$ cat src/rtl/hdb3_tx_sched.sv
// Round-robin scheduler feeding one serial HDB3 encoder from NUM_CH parallel-frame requesters.
// Frames are shifted MSB-first over a valid/ready bit link with sof/eof marks and a per-frame encoder clear.
module hdb3_tx_sched #(
    parameter int NUM_CH   = 4,
    parameter int FRAME_W  = 22,
    parameter int IDLE_GAP = 2
) (
    input  logic                                       sys_clk,
    input  logic                                       sys_rst_n,
    input  logic [NUM_CH-1:0]                          req,
    input  logic [NUM_CH*FRAME_W-1:0]                  data_i,
    output logic [NUM_CH-1:0]                          ack,
    output logic                                       enc_bit,
    output logic                                       enc_vld,
    input  logic                                       enc_rdy,
    output logic                                       enc_sof,
    output logic                                       enc_eof,
    output logic                                       enc_clr,
    output logic                                       busy,
    output logic [((NUM_CH > 1) ? $clog2(NUM_CH) : 1)-1:0] cur_ch
);

    localparam int CH_W = (NUM_CH > 1) ? $clog2(NUM_CH) : 1;
    localparam int BC_W = $clog2(FRAME_W);
    localparam int GC_W = (IDLE_GAP > 0) ? $clog2(IDLE_GAP + 1) : 1;

    localparam logic [BC_W-1:0] LAST_BIT = BC_W'(FRAME_W - 1);
    localparam logic [BC_W-1:0] PEN_BIT  = BC_W'(FRAME_W - 2);
    localparam logic [GC_W-1:0] LAST_GAP = GC_W'((IDLE_GAP > 0) ? IDLE_GAP - 1 : 0);
    localparam logic [CH_W-1:0] LAST_CH  = CH_W'(NUM_CH - 1);

    typedef enum logic [1:0] {IDLE, LOAD, SHIFT, GAP} state_t;

    state_t             state;
    logic [CH_W-1:0]    rr_ptr;
    logic [CH_W-1:0]    grant;
    logic               found;
    int                 idx;
    logic [FRAME_W-1:0] sel_word;
    logic [FRAME_W-1:0] shreg;
    logic [BC_W-1:0]    bit_cnt;
    logic [GC_W-1:0]    gap_cnt;

    // First requester at or above the pointer, wrapping around.
    always_comb begin
        grant = rr_ptr;
        found = 1'b0;
        idx   = 0;
        for (int i = 0; i < NUM_CH; i++) begin
            idx = int'(rr_ptr) + i;
            if (idx >= NUM_CH) idx = idx - NUM_CH;
            if (!found && req[CH_W'(idx)]) begin
                grant = CH_W'(idx);
                found = 1'b1;
            end
        end
    end

    always_comb sel_word = data_i[int'(cur_ch)*FRAME_W +: FRAME_W];

    // shreg holds the bits still to come after the one currently on enc_bit.
    always_ff @(posedge sys_clk or negedge sys_rst_n) begin
        if (!sys_rst_n) begin
            state   <= IDLE;
            rr_ptr  <= '0;
            cur_ch  <= '0;
            shreg   <= '0;
            bit_cnt <= '0;
            gap_cnt <= '0;
            ack     <= '0;
            enc_bit <= 1'b0;
            enc_vld <= 1'b0;
            enc_sof <= 1'b0;
            enc_eof <= 1'b0;
            enc_clr <= 1'b0;
            busy    <= 1'b0;
        end else begin
            ack     <= '0;
            enc_clr <= 1'b0;
            case (state)
                IDLE: begin
                    if (|req) begin
                        cur_ch     <= grant;
                        ack[grant] <= 1'b1;
                        enc_clr    <= 1'b1;
                        busy       <= 1'b1;
                        state      <= LOAD;
                    end
                end
                LOAD: begin
                    shreg   <= {sel_word[FRAME_W-2:0], 1'b0};
                    bit_cnt <= '0;
                    enc_vld <= 1'b1;
                    enc_bit <= sel_word[FRAME_W-1];
                    enc_sof <= 1'b1;
                    enc_eof <= 1'b0;
                    state   <= SHIFT;
                end
                SHIFT: begin
                    if (enc_rdy) begin
                        if (bit_cnt == LAST_BIT) begin
                            enc_vld <= 1'b0;
                            enc_bit <= 1'b0;
                            enc_sof <= 1'b0;
                            enc_eof <= 1'b0;
                            rr_ptr  <= (cur_ch == LAST_CH) ? '0 : cur_ch + 1'b1;
                            if (IDLE_GAP > 0) begin
                                gap_cnt <= '0;
                                state   <= GAP;
                            end else begin
                                busy  <= 1'b0;
                                state <= IDLE;
                            end
                        end else begin
                            shreg   <= {shreg[FRAME_W-2:0], 1'b0};
                            bit_cnt <= bit_cnt + 1'b1;
                            enc_bit <= shreg[FRAME_W-1];
                            enc_sof <= 1'b0;
                            enc_eof <= (bit_cnt == PEN_BIT);
                        end
                    end
                end
                GAP: begin
                    if (gap_cnt == LAST_GAP) begin
                        busy  <= 1'b0;
                        state <= IDLE;
                    end else begin
                        gap_cnt <= gap_cnt + 1'b1;
                    end
                end
                default: state <= IDLE;
            endcase
        end
    end

endmodule

$ cat config.mk
export PLATFORM = sky130hd
export DESIGN_NAME = hdb3_tx_sched
export DESIGN_NICKNAME = d
export VERILOG_FILES = /design/src/rtl/hdb3_tx_sched.sv
export SDC_FILE = /design/constraint.sdc
export NUM_CORES = 1
export LEC_CHECK = 0
export CAP_MARGIN = 10
export CORE_ASPECT_RATIO = 1.5
export CORE_UTILIZATION = 49
export DETAILED_ROUTE_END_ITERATION = 6
export PLACE_DENSITY = 0.84
export SKIP_LAST_GASP = 1
export SLEW_MARGIN = 20
export SYNTH_ARGS = -nofsm -noshare
export SYNTH_HDL_FRONTEND = slang
export SYNTH_SLANG_ARGS = --single-unit
$ cat constraint.sdc
create_clock -name sys_clk -period 2.6 [get_ports sys_clk]
set_clock_uncertainty 0.05 [all_clocks]
set_input_delay 0.52 -clock sys_clk [delete_from_list [all_inputs] [get_ports sys_clk]]
set_output_delay 0.52 -clock sys_clk [all_outputs]
set_load 0.1 [all_outputs]
==> impl_metrics.ini <==
[run_status]
status = complete, no violations

[clock_tree]
path_clk_slew_ns = 0.09
insertion_delay_ns = 0.31
cts_root_buf = clkbuf_8
hold_buffers = 0
clock-sinks = 44
clockBufferDepth = 2
cts_buffers = 5
cts_tree = yes
cts_resized = 0
cts_setup_buffers = 0
htree_levels = 2

[layout]
postLayoutCoreUtil_pct = 69.83
most-common-layout-cells = clkdlybuf4s50_1, nand2_1, dfrtp_1
drive_above_1_share_pct = 12.57
finish.net_count = 469
stdcell_count = 438
fin_area_mm2 = 0.004010
num_antenna_cells = 0
layout_commonest_cell = clkdlybuf4s50_1
syn_to_final_growth_pct = 38.21

[grt]
grt_overflow = 0
grt_util_all_layers_pct = 24.80
antenna_found_initial = 0
grt_pass1_wl_um = 11640
grt_start_max_net_pins = 25
first_global_vias = 2491

[worst_setup_path]
required_ns = 2.03
critPathMaxFanout = 17
slowest_stage = dfrtp_1
worstPathArrival_ns = 1.46
path_cells = buf_12, buf_12
setup.worst_path.class = reg2out
cp-start-kind = flip-flop
end_kind = primary output
cp_common_cell = buf_12
critical-path-max-stage-delay_ns = 0.72

[drt]
ant_nets = 0
wirelength_um = 7455
initialDrtViolationCount = 134
wl_per_cell_um = 17.02
drt_first_pass_iters = 4
route.detailed.drc = 0
via_count = 2574
via_per_inst = 5.877

[synth]
synth-edff-count = 0
synth.distinct_cells = 47
ys_ff_latch = 44
syn_nets = 368
synthTopCellsByArea = dfrtp_1, mux4_1, mux4_2
yosys_warnings = 0
avgSynthCellArea_um2 = 10.99
synth_area_mm2 = 0.002902
async_flop_share_pct = 100.0
synth.top_cell.area_share_pct = 37.95
ys_seq_area_share_pct = 37.95
synth_top_cell_by_area = dfrtp_1
synth_flop_cell = dfrtp_1
synthCells = 264

[sta]
hold_viol = 0
relSlewSlack_pct = 61.56
whs_ns = 0.03054
min_period_over_period_pct = 78.19
rsz0062_at_grt = no
finalCriticalPeriod_ns = 2.033
worstMarginPinSlew_ns = 0.5767
timing.fmax_mhz = 491.9
slew_viol_final = 0
setup_tns_ns = 0
setup_violations = 0

[floorplanning]
die-width_um = 64.83
start_util_pct = 50.52
floorplan.die.height_um = 96.25
num_rows = 34
dieArea_mm2 = 0.006240
core_area_mm2 = 0.005743
ioPinCount = 107

[power]
p_per_area_mw_per_mm2 = 978.1
p_leak_nw = 1.640
ir_drop_mv = 0.5977

[placed_design]
dp_cells = 430
port-buffer-count = 106
place_hpwl_um = 5644
gp_congestion = 0.7885
place_area_mm2 = 0.003918

[worst_hold_path]
hold_path_class = in2async

[job]
maxCapViolCount = 0
## critical path: cells and delay by family (launching register included)
kind     cells  cell delay [ns]
flops        1             0.72
buf+inv      2             0.44
## state kept, by name, indices dropped and copies added (netlist names)
register	count
shreg	21
cur_ch	2
enc_vld	1
ack	4
enc_bit	1
enc_sof	1
rr_ptr	2
state	2
enc_eof	1
enc_clr	1
busy	1
gap_cnt	2
bit_cnt	5
## power by group
part	leakage [nW]	total [mW]	switching (mW)	internal [mW]
Clock	0.0404	0.444	0.254	0.190
Combinational	1.06	2.24	1.26	0.982
Sequential	0.535	1.24	0.269	0.967
## cells in the mapped netlist, drive strengths merged (2+ instances only)
| cell | instances |
|---|---|
| nand2 | 57 |
| dfrtp | 44 |
| mux4 | 22 |
| o22ai | 22 |
| a31oi | 20 |
| buf | 11 |
| ha | 9 |
| inv | 9 |
| clkbuf | 7 |
| nor2 | 7 |
| a21oi | 6 |
| nand3 | 5 |
| o21ai | 5 |
| nor2b | 4 |
| nand2b | 3 |
| nor3b | 3 |
| a21o | 2 |
| mux2 | 2 |
| nand4 | 2 |
| nor3 | 2 |
| o31ai | 2 |
| xor2 | 2 |
## path summary, 6_finish.rpt
check / from / to / slack (ns) / cells after the start
max: cur_ch[0]$_DFFE_PN0P_ / cur_ch[0] / 0.57 / 2
max reg2reg: state[0]$_DFFE_PN0P_ / shreg[9]$_DFFE_PN0P_ / 0.58 / 6
min reg2reg: busy$_DFFE_PN0P_ / busy$_DFFE_PN0P_ / 0.45 / 1
min in group sys_clk: busy$_DFFE_PN0P_ / busy$_DFFE_PN0P_ / 0.45 / 1
max in group asynchronous: sys_rst_n / bit_cnt[4]$_DFFE_PN0P_ / 1.92 / 2
min: sys_rst_n / shreg[16]$_DFFE_PN0P_ / 0.03 / 1
## logic make-up (layout without fill, tap and decap cells)
logic type / Yosys count / after routing / synth area share (%)
adder cells (fa/ha/maj): 9 / 9 / 3.881
flip-flops: 44 / 44 / 37.95
AO/OA/AOI/OAI: 65 / 65 / 14.49
buffers and inverters: 28 / 130 / 8.149
multiplexers: 24 / 24 / 19.53
XOR/XNOR: 3 / 3 / 0.9057
AND/OR/NAND/NOR: 91 / 91 / 15.09
## stage by stage
step,setup slack (ns),total power [mW]
after floorplan,0.3769,2.992
after global placement,0.4309,3.395
after detailed placement,0.4090,3.480
after CTS,0.5342,3.937
after global routing,0.4429,4.191
final,0.5671,3.922
## per-layer routing
| layer | part of all wire, % | global-route usage (%) |
|---|---|---|
| met3 | 7.1 | 5.924 |
| met5 | 0 | 0 |
| met1 | 37 | 27.46 |
| met4 | 2.2 | 10.19 |
| met2 | 54 | 44.88 |
## cell type report
cell class | instances | area (um2)
timing repair buffer | 113 | 1129
clock buffer | 5 | 68.82
tap | 72 | 90.09
clock inverter | 3 | 23.77
sequential | 44 | 1101
multi-input combinational | 192 | 1564
fill | 441 | 1733
inverter | 9 | 33.78
No activity file was read; power rests on OpenSTA's default activity.
